**src/rtl/hilo_pkg.sv**
```systemverilog
// hilo_pkg: shared definitions for the HI/LO multiply unit and the control
// decoder. Holds the EX-stage ALUCtr codes for the HI/LO instruction group,
// the multiply FSM state enumeration, the iteration count and small helpers.
package hilo_pkg;

    localparam logic [4:0] ALU_MULT = 5'b10110;
    localparam logic [4:0] ALU_MTLO = 5'b10111;
    localparam logic [4:0] ALU_MTHI = 5'b11000;
    localparam logic [4:0] ALU_MFLO = 5'b11001;
    localparam logic [4:0] ALU_MFHI = 5'b11010;

    // One shift-add step per multiplier bit.
    localparam logic [5:0] MUL_STEPS = 6'd32;

    typedef enum logic [1:0] {
        ST_IDLE = 2'd0,
        ST_CALC = 2'd1,
        ST_DONE = 2'd2
    } hilo_state_e;

    // True for any of the five codes handled by the HI/LO unit.
    function automatic logic is_hilo_op(input logic [4:0] ctr);
        logic hit;
        case (ctr)
            ALU_MULT, ALU_MTLO, ALU_MTHI, ALU_MFLO, ALU_MFHI: hit = 1'b1;
            default:                                         hit = 1'b0;
        endcase
        return hit;
    endfunction

    // Unsigned magnitude of a two's-complement word. 0x80000000 maps to
    // itself, which read as unsigned is exactly 2^31.
    function automatic logic [31:0] abs32(input logic [31:0] v);
        logic [31:0] m;
        if (v[31]) begin
            m = ~v + 32'd1;
        end else begin
            m = v;
        end
        return m;
    endfunction

endpackage

```
**src/rtl/mul_iter_core.sv**
```systemverilog
// mul_iter_core: iterative signed 32x32 -> 64 multiplier datapath.
// Ports:
//   clk, rst   : clock and asynchronous active-high reset
//   start      : latch |op_a|, |op_b| and the result sign, clear product/counter
//   step       : perform one radix-2 shift-add step
//   op_a, op_b : signed operands (rs, rt)
//   result     : signed 64-bit product (negated magnitude when sign is set)
//   last_step  : the step taken this cycle is the final one
module mul_iter_core
    import hilo_pkg::*;
(
    input  logic        clk,
    input  logic        rst,
    input  logic        start,
    input  logic        step,
    input  logic [31:0] op_a,
    input  logic [31:0] op_b,
    output logic [63:0] result,
    output logic        last_step
);

    logic [63:0] mcand_q, mcand_d;
    logic [31:0] mplier_q, mplier_d;
    logic [63:0] prod_q, prod_d;
    logic [5:0]  cnt_q, cnt_d;
    logic        sign_q, sign_d;

    // Next-state for the shift-add datapath.
    always_comb begin
        mcand_d  = mcand_q;
        mplier_d = mplier_q;
        prod_d   = prod_q;
        cnt_d    = cnt_q;
        sign_d   = sign_q;
        if (start) begin
            mcand_d  = {32'd0, abs32(op_a)};
            mplier_d = abs32(op_b);
            prod_d   = 64'd0;
            cnt_d    = 6'd0;
            sign_d   = op_a[31] ^ op_b[31];
        end else if (step) begin
            if (mplier_q[0]) begin
                prod_d = prod_q + mcand_q;
            end else begin
                prod_d = prod_q;
            end
            mcand_d  = {mcand_q[62:0], 1'b0};
            mplier_d = {1'b0, mplier_q[31:1]};
            cnt_d    = cnt_q + 6'd1;
        end else begin
            cnt_d = cnt_q;
        end
    end

    // Datapath registers.
    always_ff @(posedge clk or posedge rst) begin
        if (rst) begin
            mcand_q  <= 64'd0;
            mplier_q <= 32'd0;
            prod_q   <= 64'd0;
            cnt_q    <= 6'd0;
            sign_q   <= 1'b0;
        end else begin
            mcand_q  <= mcand_d;
            mplier_q <= mplier_d;
            prod_q   <= prod_d;
            cnt_q    <= cnt_d;
            sign_q   <= sign_d;
        end
    end

    // Counter reaches MUL_STEPS on the edge that takes this step.
    always_comb begin
        last_step = (cnt_q == (MUL_STEPS - 6'd1));
        if (sign_q) begin
            result = ~prod_q + 64'd1;
        end else begin
            result = prod_q;
        end
    end

endmodule

```
**src/rtl/hilo_mul_unit.sv**
```systemverilog
// hilo_mul_unit: HI/LO register file with an iterative MULT, MTHI/MTLO
// writes, MFHI/MFLO reads and pipeline stall generation.
// Ports:
//   clk, rst         : clock and asynchronous active-high reset
//   alu_ctr          : EX-stage ALUCtr (MULT/MTLO/MTHI/MFLO/MFHI, others no-op)
//   ex_valid         : EX-stage slot holds a real instruction
//   rs_val, rt_val   : forwarded operands
//   hilo_rd          : HI (MFHI) or LO (MFLO) on an accepted read, else 0
//   busy             : multiply in progress (CALC or DONE)
//   stall            : freeze IF/ID/EX and bubble MEM
//   hi, lo           : architectural HI/LO registers
module hilo_mul_unit
    import hilo_pkg::*;
(
    input  logic        clk,
    input  logic        rst,
    input  logic [4:0]  alu_ctr,
    input  logic        ex_valid,
    input  logic [31:0] rs_val,
    input  logic [31:0] rt_val,
    output logic [31:0] hilo_rd,
    output logic        busy,
    output logic        stall,
    output logic [31:0] hi,
    output logic [31:0] lo
);

    hilo_state_e state_q, state_d;
    logic [31:0] hi_q, hi_d;
    logic [31:0] lo_q, lo_d;
    logic        presented_s;
    logic        accept_s;
    logic        start_s;
    logic        step_s;
    logic [63:0] result_s;
    logic        last_step_s;

    mul_iter_core u_core (
        .clk       (clk),
        .rst       (rst),
        .start     (start_s),
        .step      (step_s),
        .op_a      (rs_val),
        .op_b      (rt_val),
        .result    (result_s),
        .last_step (last_step_s)
    );

    // Handshake: any HI/LO op waits while a multiply is outstanding,
    // including the DONE cycle, so readers see the final HI/LO.
    always_comb begin
        presented_s = ex_valid && is_hilo_op(alu_ctr);
        busy        = (state_q != ST_IDLE);
        stall       = busy && presented_s;
        accept_s    = presented_s && (state_q == ST_IDLE);
    end

    // FSM next-state, HI/LO write-back and core control.
    always_comb begin
        state_d = state_q;
        hi_d    = hi_q;
        lo_d    = lo_q;
        start_s = 1'b0;
        step_s  = 1'b0;
        case (state_q)
            ST_IDLE: begin
                if (accept_s) begin
                    case (alu_ctr)
                        ALU_MULT: begin
                            start_s = 1'b1;
                            state_d = ST_CALC;
                        end
                        ALU_MTLO: lo_d = rs_val;
                        ALU_MTHI: hi_d = rs_val;
                        default:  state_d = ST_IDLE;
                    endcase
                end else begin
                    state_d = ST_IDLE;
                end
            end
            ST_CALC: begin
                step_s = 1'b1;
                if (last_step_s) begin
                    state_d = ST_DONE;
                end else begin
                    state_d = ST_CALC;
                end
            end
            ST_DONE: begin
                hi_d    = result_s[63:32];
                lo_d    = result_s[31:0];
                state_d = ST_IDLE;
            end
            default: state_d = ST_IDLE;
        endcase
    end

    // State and architectural HI/LO registers.
    always_ff @(posedge clk or posedge rst) begin
        if (rst) begin
            state_q <= ST_IDLE;
            hi_q    <= 32'd0;
            lo_q    <= 32'd0;
        end else begin
            state_q <= state_d;
            hi_q    <= hi_d;
            lo_q    <= lo_d;
        end
    end

    // Read port shows the registered value; a same-cycle write is not bypassed.
    always_comb begin
        if (accept_s && (alu_ctr == ALU_MFHI)) begin
            hilo_rd = hi_q;
        end else if (accept_s && (alu_ctr == ALU_MFLO)) begin
            hilo_rd = lo_q;
        end else begin
            hilo_rd = 32'd0;
        end
        hi = hi_q;
        lo = lo_q;
    end

endmodule

```
**config.mk**
```make
export PLATFORM = sky130hd
export DESIGN_NAME = hilo_mul_unit
export DESIGN_NICKNAME = d
export VERILOG_FILES = /design/src/rtl/hilo_pkg.sv /design/src/rtl/mul_iter_core.sv /design/src/rtl/hilo_mul_unit.sv
export SDC_FILE = /design/constraint.sdc
export NUM_CORES = 1
export LEC_CHECK = 0
export BUFFER_PORTS_ARGS = -buffer_cell sky130_fd_sc_hd__clkbuf_2
export CAP_MARGIN = 20
export CORE_MARGIN = 4
export CORE_UTILIZATION = 60
export CTS_CLUSTER_SIZE = 30
export DETAILED_ROUTE_END_ITERATION = 8
export HOLD_SLACK_MARGIN = 0.1
export PLACE_DENSITY = 0.81
export SYNTH_ARGS = -nofsm -noshare
export SYNTH_HDL_FRONTEND = slang
export SYNTH_SLANG_ARGS = --single-unit
export TNS_END_PERCENT = 100
```
**constraint.sdc**
```tcl
create_clock -name clk -period 21.2 [get_ports clk]
set_clock_uncertainty 0.1 [all_clocks]
set_input_delay 3.18 -clock clk [delete_from_list [all_inputs] [get_ports clk]]
set_output_delay 3.18 -clock clk [all_outputs]
set_load 0.01 [all_outputs]
```
==> results of run 1 <==
[worst max path at each step]
stage	start	cells after the start	to
finish	alu_ctr[2]	7	hilo_rd[17]
global route	alu_ctr[2]	7	hilo_rd[10]
CTS	alu_ctr[2]	7	hilo_rd[17]
detailed placement	alu_ctr[2]	7	hilo_rd[17]
global placement	alu_ctr[2]	7	hilo_rd[0]
floorplan	rst	1	hi[0]
[critical path: stages]
cell	delay, ns
sky130_fd_sc_hd__clkbuf_2	0.09
sky130_fd_sc_hd__nand2b_1	0.17
sky130_fd_sc_hd__or3_1	0.37
sky130_fd_sc_hd__nor3b_2	0.65
sky130_fd_sc_hd__buf_4	0.43
sky130_fd_sc_hd__a22o_1	0.20
sky130_fd_sc_hd__clkbuf_2	0.13
[power by group through the flow]
stage	Clock, mW	Sequential (mW)	Combinational (mW)
global route	0.532	0.641	0.790
floorplan	0	0.604	0.530
CTS	0.515	0.627	0.704
detailed placement	0	0.634	0.698
global placement	0	0.630	0.682
finish	0.510	0.630	0.713
[logic make-up (layout without fill, tap and decap cells)]
kind of cell,count (synthesis),count (layout)
AOI/OAI and AO/OA,567,567
xor gates and xnor gates,184,184
adders and majority gates,68,68
buffers and inverters,154,261
DFF,233,233
muxes,67,67
and+or+nand+nor,719,719
[layer usage]
layer	global-route usage [%]	vias to the layer above	share of wire (%)
li1	-	7253	-
met3	4.79	144	6.9
met5	0	-	0
met1	42.9	7542	41
met2	54.3	684	48
met4	13.5	0	4.8
[area by class of cell]
type,count,share of cell area (%)
Inverter,28,0.619
Clock inverter,15,1.09
Tap cell,341,2.34
Sequential cell,233,32.0
Clock buffer,35,4.26
Multi-Input combinational cell,1605,54.4
Timing Repair Buffer,183,5.22
[flip-flops by register name, summed over array words and instances, names as in the netlist]
register,flops
state_q,2
u_core.sign_q,1
u_core.mcand_q,64
u_core.cnt_q,6
hi,32
u_core.prod_q,64
u_core.mplier_q,32
lo,32
[Yosys cell counts (5+ instances only)]
cell	instances	share of area, %
sky130_fd_sc_hd__nor4_1	12	0.46
sky130_fd_sc_hd__a221o_1	6	0.37
sky130_fd_sc_hd__a31oi_1	63	2.4
sky130_fd_sc_hd__mux2_2	16	1.1
sky130_fd_sc_hd__nand2b_1	14	0.54
sky130_fd_sc_hd__or3_1	10	0.38
sky130_fd_sc_hd__o211ai_1	11	0.51
sky130_fd_sc_hd__a211oi_1	5	0.23
sky130_fd_sc_hd__clkbuf_1	107	2.5
sky130_fd_sc_hd__nand2_1	365	8.4
sky130_fd_sc_hd__nor2b_1	6	0.23
sky130_fd_sc_hd__a22o_1	34	1.8
sky130_fd_sc_hd__o31ai_1	42	1.9
sky130_fd_sc_hd__a21oi_1	175	5.4
sky130_fd_sc_hd__o41ai_1	18	0.97
sky130_fd_sc_hd__or3_2	7	0.32
sky130_fd_sc_hd__inv_1	28	0.65
sky130_fd_sc_hd__or4_1	12	0.55
sky130_fd_sc_hd__and3_1	15	0.58
sky130_fd_sc_hd__nor2_1	156	3.6
sky130_fd_sc_hd__a21o_1	18	0.83
sky130_fd_sc_hd__or2_2	10	0.38
sky130_fd_sc_hd__ha_1	67	5.2
sky130_fd_sc_hd__xor2_1	54	2.9
sky130_fd_sc_hd__dfrtp_1	233	36
sky130_fd_sc_hd__xnor2_1	130	7.0
sky130_fd_sc_hd__nand4_1	23	0.88
sky130_fd_sc_hd__o21bai_1	11	0.51
sky130_fd_sc_hd__buf_1	14	0.32
sky130_fd_sc_hd__mux2i_1	51	3.1
sky130_fd_sc_hd__nor3_1	28	0.86
sky130_fd_sc_hd__a21boi_0	6	0.28
sky130_fd_sc_hd__o21ai_0	154	4.7
sky130_fd_sc_hd__nand3_1	37	1.1
[metrics by stage]
stage / power (mW) / hold slack [ns] / instances / setup WS, ns / instance area, µm²
6_report: 1.85 / 0.366 / 2440 / 12.67 / 18200
4_1_cts: 1.85 / 0.371 / 2440 / 12.70 / 18200
3_3_place_gp: 1.31 / 0.352 / 2390 / 12.82 / 17200
5_1_grt: 1.96 / 0.410 / 2440 / 12.48 / 18200
2_1_floorplan: 1.13 / 0.336 / 1992 / 11.53 / 16300
3_5_place_dp: 1.33 / 0.363 / 2390 / 12.70 / 17200
[layout by cell type, fill, tap and decap left out, types with 6 or more instances in the layout]
master and instances:
sky130_fd_sc_hd__nand2_1 363, sky130_fd_sc_hd__dfrtp_1 232, sky130_fd_sc_hd__a21oi_1 175, sky130_fd_sc_hd__clkbuf_2 169, sky130_fd_sc_hd__nor2_1 155, sky130_fd_sc_hd__o21ai_0 154, sky130_fd_sc_hd__xnor2_1 130, sky130_fd_sc_hd__ha_1 67
sky130_fd_sc_hd__a31oi_1 63, sky130_fd_sc_hd__xor2_1 54, sky130_fd_sc_hd__mux2i_1 51, sky130_fd_sc_hd__o31ai_1 42, sky130_fd_sc_hd__nand3_1 36, sky130_fd_sc_hd__a22o_1 34, sky130_fd_sc_hd__nor3_1 28, sky130_fd_sc_hd__inv_1 27
sky130_fd_sc_hd__clkbuf_16 27, sky130_fd_sc_hd__nand4_1 23, sky130_fd_sc_hd__o41ai_1 18, sky130_fd_sc_hd__a21o_1 18, sky130_fd_sc_hd__mux2_2 16, sky130_fd_sc_hd__buf_4 14, sky130_fd_sc_hd__and3_1 13, sky130_fd_sc_hd__nor4_1 12
sky130_fd_sc_hd__nand2b_1 12, sky130_fd_sc_hd__or4_1 12, sky130_fd_sc_hd__o211ai_1 11, sky130_fd_sc_hd__o21bai_1 11, sky130_fd_sc_hd__or3_1 10, sky130_fd_sc_hd__or2_2 10, sky130_fd_sc_hd__or3_2 7, sky130_fd_sc_hd__clkinv_2 7
sky130_fd_sc_hd__clkbuf_8 7, sky130_fd_sc_hd__a221o_1 6, sky130_fd_sc_hd__a21boi_0 6
==> reports/qor.yml, run 1 <==
outcome:
  status: "finished, final reports clean"
floorplan:
  ios: 170
  dieHeight_um: 173
  die_x_um: 173
  fp.dieArea_um2: 29800
  placement_row_count: 60
  fp.coreArea_um2: 26800
  starting_density_of_the_core_pct: 60.7
cts:
  cts_sinks: 233
  worstSkewPairLatency_ns: 0.57
  max-clock-path-buffers: 3
  cts_setup_buffers: 0
  clock_tree.root_cell: "sky130_fd_sc_hd__clkbuf_16"
  cts_hold_buffers: 0
  cts.clk_slew.worst_paths_ns: 0.06
  tritoncts.num_buffers: 27
  tritoncts: "yes"
  htree_levels: 1
  postCtsResizedCells: 0
global_routing:
  maximum_number_of_pins_on_one_net_before_global_route_repair: 95
  globalRoute.totalOverflow: 0
  antenna_found_initial: 0
  grt_first_pass_wirelength_mm: 80.4
  grt_usage_pct: 32.6
  via_count_of_the_first_global_routing_pass: 14900
timing:
  timing.final.crit_share_pct: 40.2
  final.min_clock_period_ns: 8.53
  setup_viol: 0
  slew_violations: 0
  final.setup.tns_ns: 0
  worst-slew-pin-transition_ns: 1.13
  max_freq_mhz: 117
  hold_viol_final: 0
  grt_setup_unrepaired: "false"
  slew_headroom_pct: 24.4
route:
  detail_route.vias_per_cell: 6.40
  drc_errors: 0
  routed_wire_length_per_instance_um: 20.6
  detailroute.via_count: 15600
  routed_wl_mm: 50.4
  detail_route.iter0.violations: 1497
  drt_pass1_iterations: 6
  final_antenna_net_count: 0
final_layout:
  layout.nets: 2218
  post_route_cells_drive_above_1_share_pct: 13.9
  total_area_of_multi_input_combinational_cells_um2: 9910
  areaGrowthSynthToFinish_pct: 11.8
  finalCoreUtilization_pct: 67.9
  regArea_um2: 5830
  num_antenna_cells: 0
  fillerInstances: 2217
setup_path:
  crit-reg2reg-launch: "u_core.prod_q[0]"
  cp_max_fo: 20
  worst-endpoint-required_ns: 17.92
  worst_setup_path_start_kind: "input pin"
  reg2reg_depth: 12
  worst_r2r_setup_slack_ns: 16.80
  critPathCaptureType: "output pin"
  crit_arrival_ns: 5.25
  worst_r2r_endpoint: "u_core.prod_q[60]"
  timing_worst_setup_path_type: "input pin to output pin"
yosys:
  syn_nets: 2132
  synth_seq_area_share_pct: 35.8
  dominant_combinational_cell_family_by_area_after_synthesis: "compound AO/OA/AOI/OAI gates"
  synth.mux.area_fraction_pct: 4.24
  syn-instance-count: 1992
  synthXorXnorAreaFrac_pct: 9.90
  syn_area_um2: 16300
  syn-mean-instance-area_um2: 8.17
  synth-edff-count: 0
  ys_seq_elements: 233
  ys_dominant_reg_cell: "sky130_fd_sc_hd__dfrtp_1"
  synth_compound_area_share_pct: 21.3
  yosys_warnings: 0
  postSynth.asyncResetShare_pct: 100
  synth_adder_area_share_pct: 5.27
  ys_types: 69
  synthSimpleGateAreaFrac_pct: 19.8
pwr:
  max-vdd-ir-drop_mv: 0.119
  power_switching_share_pct: 39.4
  power-per-cell-area_nw_per_um2: 102
  p_comb_share_pct: 38.5
  p_leak_nw: 7.99
  seq_power_share_pct: 34.0
  internal_power_mw: 1.12
  power_frac_clock_pct: 27.5
  net-switching-power_uw: 730
worst_hold_path:
  worst_hold_path.endpoint: "state_q[1]"
  worst_hold_path.num_cells: 1
  hold_path_startpoint: "u_core.cnt_q[5]"
  hold_path.class: "register to register"
placement:
  placement.io_buffers: 169
  dp_hpwl_mm: 36.1
  routabilityCongestion: 0.991
flow_run:
  cap_viol_max_count: 0
Power figures use the tool's default switching activity.
==> run 2: changes to the inputs <==
clock period = 8.5 ns   (was 21.2 ns; I/O delays follow)
==> reports/qor.yml, run 2 (same netlist as run 1, synthesis figures left out) <==
outcome:
  status: "finished, final reports clean"
placement:
  preCtsSetupSlack_ns: 3.84
  placement.io_buffers: 169
  placed_cells: 2389
  dp_hpwl_mm: 36.4
  routabilityCongestion: 0.971
cts:
  htree_levels: 1
  cts.clk_slew.worst_paths_ns: 0.06
  postCtsResizedCells: 0
  cts_sinks: 233
  max-clock-path-buffers: 3
  worstSkewPairLatency_ns: 0.54
  clock_tree.root_cell: "sky130_fd_sc_hd__clkbuf_16"
  tritoncts.num_buffers: 27
  cts_setup_buffers: 0
  cts_hold_buffers: 0
  tritoncts: "yes"
setup_path:
  critical_path.max_stage_delay_ns: 0.66
  worst_r2r_setup_slack_ns: 4.20
  timing_worst_setup_path_type: "register to output pin"
  setup.worst_path.start: "state_q[0]"
  crit_family: "simple AND/OR/NAND/NOR gates"
  crit_arrival_ns: 3.35
  worst_setup_path_start_kind: "register"
  crit-reg2reg-launch: "u_core.prod_q[2]"
  worstPathBufferInverterCount: 3
  worst-endpoint-required_ns: 7.12
  worst_path_slowest_cell: "sky130_fd_sc_hd__nor3b_2"
  cp_max_fo: 20
  cp_cell_sequence: "nor2_1, inv_1, or3_1, nor3b_2, buf_4, a22o_1, clkbuf_2"
  critPathCaptureType: "output pin"
timing:
  fin_ws_ns: 3.77
  slew_headroom_pct: 28.9
  max_freq_mhz: 211
  hold_viol_final: 0
  setup_viol: 0
  final.setup.tns_ns: 0
  final.min_clock_period_ns: 4.73
  slew_violations: 0
  worst-slew-pin-transition_ns: 1.07
  timing.final.crit_share_pct: 55.6
  grt_setup_unrepaired: "false"
final_layout:
  reg_top3: "u_core.mcand_q: 64 flops, u_core.prod_q: 64 flops"
  areaGrowthSynthToFinish_pct: 12.1
  post_route_cells_drive_above_1_share_pct: 13.9
  layout.cells.most_common_list: "sky130_fd_sc_hd__nand2_1 (363), sky130_fd_sc_hd__dfrtp_1 (232), sky130_fd_sc_hd__a21oi_1 (175)"
  fillerInstances: 2184
  layout.nets: 2219
  fin_cells: 2440
  num_antenna_cells: 0
  layout_commonest_cell: "sky130_fd_sc_hd__nand2_1"
route:
  final_antenna_net_count: 0
  routed_wl_mm: 50.5
  drc_errors: 0
  detail_route.vias_per_cell: 6.44
  drt_pass1_iterations: 8
  routed_wire_length_per_instance_um: 20.7
  detail_route.iter0.violations: 1650
  detailroute.via_count: 15700
floorplan:
  placement_row_count: 60
  fp.dieArea_um2: 29800
  ios: 170
  fp.coreArea_um2: 26800
  dieHeight_um: 173
  die_x_um: 173
  starting_density_of_the_core_pct: 60.7
pwr:
  power-per-cell-area_nw_per_um2: 253
  p_leak_nw: 8.00
  max-vdd-ir-drop_mv: 0.249
  totalPowerFinal_mw: 4.62
global_routing:
  antenna_found_initial: 1
  via_count_of_the_first_global_routing_pass: 15100
  grt_usage_pct: 32.6
  globalRoute.totalOverflow: 0
  maximum_number_of_pins_on_one_net_before_global_route_repair: 113
  grt_first_pass_wirelength_mm: 80.5
worst_hold_path:
  hold_path.class: "register to register"
  hold_path_startpoint: "u_core.cnt_q[5]"
flow_run:
  cap_viol_max_count: 0
## run 2: changes by cell type in the layout (fill, tap and decap cells not counted), sizes merged
cell,before,now
bufinv,4,5
inv,30,29
clkinv,7,6
buf,14,15
## run 2: area by class of cell
type	instances	area, µm²	share of cell area, %
Tap cell	341	427	2.34
Clock buffer	35	766	4.20
Sequential cell	233	5830	32.0
Inverter	28	113	0.617
Multi-Input combinational cell	1605	9910	54.3
Timing Repair Buffer	184	991	5.43
Clock inverter	14	211	1.16
## run 2: through the flow
stage	area, µm²	hold WS (ns)	util (%)
floorplan	16300	0.336	-
global placement	17200	0.358	64.3
detailed placement	17200	0.372	64.3
CTS	18200	0.379	67.9
global route	18200	0.412	68.1
finish	18200	0.386	68.1
## run 2: worst paths after layout
| kind | cells after the start | end |
|---|---|---|
| worst max-delay path | 7 | hilo_rd[10] |
| worst min-delay path | 1 | state_q[1] |
| worst max register to register | 10 | hi[17] |
| worst min register to register | 1 | state_q[1] |
| max in group asynchronous | 3 | u_core.sign_q |
| min in group asynchronous | 2 | u_core.mcand_q[15] |
## run 2: worst register-to-register path: stages, from the launching register on
cell,delay [ns]
sky130_fd_sc_hd__dfrtp_1,0.46
sky130_fd_sc_hd__nor4_1,0.62
sky130_fd_sc_hd__nand4b_1,0.44
sky130_fd_sc_hd__or3_4,0.53
sky130_fd_sc_hd__nand2b_4,0.19
sky130_fd_sc_hd__or4_1,0.64
sky130_fd_sc_hd__or3_4,0.42
sky130_fd_sc_hd__o31ai_1,0.33
sky130_fd_sc_hd__xnor2_1,0.25
sky130_fd_sc_hd__nor2_1,0.11
sky130_fd_sc_hd__a21oi_1,0.15
## run 2: layer usage
| metal | up-vias | share of wire (%) | global-route usage (%) |
|---|---|---|---|
| li1 | 7274 | - | - |
| met1 | 7513 | 40 | 41.7 |
| met2 | 737 | 47 | 53.9 |
| met3 | 176 | 8.1 | 5.60 |
| met4 | 2 | 5.6 | 16.0 |
| met5 | - | 0.026 | 0 |
## run 2: report_power, final
part	switching (mW)	internal (mW)
Clock	0.483	0.786
Combinational	1.05	0.712
Sequential	0.267	1.32
==> run 3: changes to the inputs <==
ABC_AREA = 1   (was not set)
PLACE_DENSITY = 0.8   (was 0.81)
clock period = 4.4 ns   (was 8.5 ns; I/O delays follow)
==> reports/qor.yml, run 3 <==
pwr:
  p_leak_nw: 13.6
  max-vdd-ir-drop_mv: 0.336
  net-switching-power_mw: 2.25
  totalPowerFinal_mw: 6.53
  power-per-cell-area_nw_per_um2: 286
  internal_power_mw: 4.28
  power_frac_clock_pct: 37.7
  power_switching_share_pct: 34.4
  p_comb_share_pct: 25.3
  seq_power_share_pct: 37.1
setup_path:
  crit_arrival_ns: 2.48
  worst_path_slowest_cell: "sky130_fd_sc_hd__or2_1"
  critical_path.max_stage_delay_ns: 0.39
  reg2reg_depth: 11
  worstPathBufferInverterCount: 5
  crit_family: "simple AND/OR/NAND/NOR gates"
  cp_cell_sequence: "clkbuf_2, inv_1, nand3_1, or2_1, nand4_4, nand2_1, inv_2, nand3_1, buf_4, o22ai_1, clkbuf_2"
  crit-reg2reg-launch: "u_core.prod_q[0]"
  worst-endpoint-required_ns: 3.64
  worst_r2r_endpoint: "hi[0]"
  cp_max_fo: 32
  critPathCaptureType: "output pin"
  timing_worst_setup_path_type: "input pin to output pin"
  worst_r2r_setup_slack_ns: 1.57
  worst_setup_path_start_kind: "input pin"
timing:
  worst-slew-pin-transition_ns: 1.01
  grt_setup_unrepaired: "false"
  setup_viol: 0
  timing.final.crit_share_pct: 73.5
  final.min_clock_period_ns: 3.24
  slew_violations: 0
  max_freq_mhz: 309
  slew_headroom_pct: 32.8
  hold_viol_final: 0
  final.setup.tns_ns: 0
final_layout:
  areaGrowthSynthToFinish_pct: 9.98
  layout.cells.most_common_list: "sky130_fd_sc_hd__nand2_1 (1341), sky130_fd_sc_hd__inv_1 (628), sky130_fd_sc_hd__nand3_1 (434)"
  layout.nets: 3842
  layout_commonest_cell: "sky130_fd_sc_hd__nand2_1"
  post_route_cells_drive_above_1_share_pct: 7.14
  num_antenna_cells: 0
  final_area_um2: 22900
  reg_top3: "u_core.mcand_q: 64 flops, u_core.prod_q: 64 flops"
yosys:
  synth-edff-count: 0
  syn_area_um2: 20800
  leading_cell_types_by_total_area_after_synthesis: "sky130_fd_sc_hd__dfrtp_1 (28%), sky130_fd_sc_hd__nand2_1 (24%), sky130_fd_sc_hd__inv_1 (11%)"
  syn-instance-count: 3593
  postSynth.asyncResetShare_pct: 100
  syn_nets: 3733
  ys_seq_elements: 233
  yosys_warnings: 0
  yosys.area.top_type_share_pct: 28.1
  ys_types: 42
  syn-mean-instance-area_um2: 5.78
  synth_top_cells_by_count: "sky130_fd_sc_hd__nand2_1 (1342), sky130_fd_sc_hd__inv_1 (630), sky130_fd_sc_hd__nand3_1 (434), sky130_fd_sc_hd__nor2_1 (308), sky130_fd_sc_hd__dfrtp_1 (233)"
  synth_seq_area_share_pct: 28.1
  yosysMostFrequentCell: "sky130_fd_sc_hd__nand2_1"
  ys_dominant_reg_cell: "sky130_fd_sc_hd__dfrtp_1"
  yosysTopAreaCell: "sky130_fd_sc_hd__dfrtp_1"
flow_run:
  cap_viol_max_count: 0
worst_hold_path:
  worst_hold_path.num_cells: 3
  hold_path.class: "input pin to register"
  hold_path_startpoint: "rt_val[0]"
  worst_hold_path.endpoint: "u_core.mplier_q[0]"
cts:
  cts_hold_buffers: 1
  clock_tree.root_cell: "sky130_fd_sc_hd__clkbuf_16"
  max-clock-path-buffers: 3
  cts_setup_buffers: 0
  worstSkewPairLatency_ns: 0.57
  postCtsResizedCells: 0
  tritoncts: "yes"
  cts_sinks: 233
  tritoncts.num_buffers: 28
  htree_levels: 1
  cts.clk_slew.worst_paths_ns: 0.06
global_routing:
  maximum_number_of_pins_on_one_net_before_global_route_repair: 166
  grt_usage_pct: 39.1
  via_count_of_the_first_global_routing_pass: 21900
  antenna_found_initial: 0
  globalRoute.totalOverflow: 0
  grt_first_pass_wirelength_mm: 119
placement:
  dp_hpwl_mm: 59.9
  routabilityCongestion: 1.08
  placed_area_um2: 21900
  placement.io_buffers: 169
route:
  detailroute.via_count: 23800
  routed_wl_mm: 76.3
  wl_met2_mm: 33.5
  drc_errors: 1
  detail_route.iter0.violations: 2937
  wl_met3_mm: 6.79
  m1WireLength_mm: 29.3
  routed_wire_length_per_instance_um: 18.3
  detail_route.vias_per_cell: 5.70
  drt_pass1_iterations: 8
  final_antenna_net_count: 0
  routed.top_layer: "met4"
floorplan:
  dieHeight_um: 194
  fp.coreArea_um2: 33900
  starting_density_of_the_core_pct: 61.4
  placement_row_count: 67
  ios: 170
  die_x_um: 194
  fp.dieArea_um2: 37700
outcome:
  violations: "design-rule violations"
  status: "complete, but fails checks"
-- run 3: cell type report --
cell class,count,area (µm²)
timing repair buffer,190,1060
fill,3174,11000
multi-input combinational,2614,12100
tap,448,561
clock inverter,9,129
sequential,233,5830
inverter,635,2390
clock buffer,42,835
-- run 3: how the worst max path moves through the flow --
stage                           from           to  slack [ns]  depth (start not counted)
final                     alu_ctr[0]  hilo_rd[20]        1.16                         11
after global placement    alu_ctr[0]  hilo_rd[15]        1.33                         11
after detailed placement  alu_ctr[0]  hilo_rd[20]        1.20                         11
after floorplan                  rst        hi[0]        0.59                          1
after global routing      alu_ctr[0]  hilo_rd[20]        1.07                         11
after CTS                 alu_ctr[0]  hilo_rd[20]        1.20                         11
-- run 3: metrics by stage --
| stage | setup WS [ns] | hold slack, ns | instances | util, % |
|---|---|---|---|---|
| CTS | 1.20 | 0.274 | 4171 | 67.5 |
| detailed placement | 1.20 | 0.394 | 4119 | 64.6 |
| global route | 1.07 | 0.277 | 4171 | 67.5 |
| floorplan | 0.590 | 0.366 | 3593 | - |
| global placement | 1.33 | 0.378 | 4119 | 64.6 |
| finish | 1.16 | 0.276 | 4171 | 67.5 |
-- run 3: power groups by stage --
stage               clock network [mW]  registers (mW)  logic [mW]
floorplan                            0            2.40        1.18
global placement                     0            2.44        1.57
detailed placement                   0            2.45        1.61
CTS                               2.46            2.41        1.62
global route                      2.56            2.43        1.88
finish                            2.46            2.42        1.65
-- run 3: logic make-up (layout without fill, tap and decap cells) --
logic type | count (synthesis) | count (layout) | synth area share, %
flip-flops | 233 | 233 | 28.1
XOR/XNOR | 65 | 65 | 2.74
buffers and inverters | 746 | 876 | 14.0
adder cells (fa/ha/maj) | 68 | 68 | 4.13
AND/OR/NAND/NOR | 2194 | 2194 | 43.6
AO/OA/AOI/OAI | 287 | 287 | 7.42
-- run 3: routing by layer --
metal,up-vias,track usage (%)
li1,11400,-
met1,10800,50.1
met2,1294,61.8
met3,288,5.40
met4,0,26.0
met5,-,0
-- run 3: worst reg2reg max path, cell delays in order (launching register included) --
cell and delay, ns:
sky130_fd_sc_hd__dfrtp_1 0.40, sky130_fd_sc_hd__inv_1 0.23, sky130_fd_sc_hd__ha_1 0.26, sky130_fd_sc_hd__nand2_2 0.15, sky130_fd_sc_hd__nor2_4 0.21, sky130_fd_sc_hd__nand2_1 0.09, sky130_fd_sc_hd__inv_1 0.12, sky130_fd_sc_hd__nand2_1 0.15
sky130_fd_sc_hd__o21ai_2 0.24, sky130_fd_sc_hd__nand2_1 0.09, sky130_fd_sc_hd__o21ai_0 0.56, sky130_fd_sc_hd__nand2_1 0.10
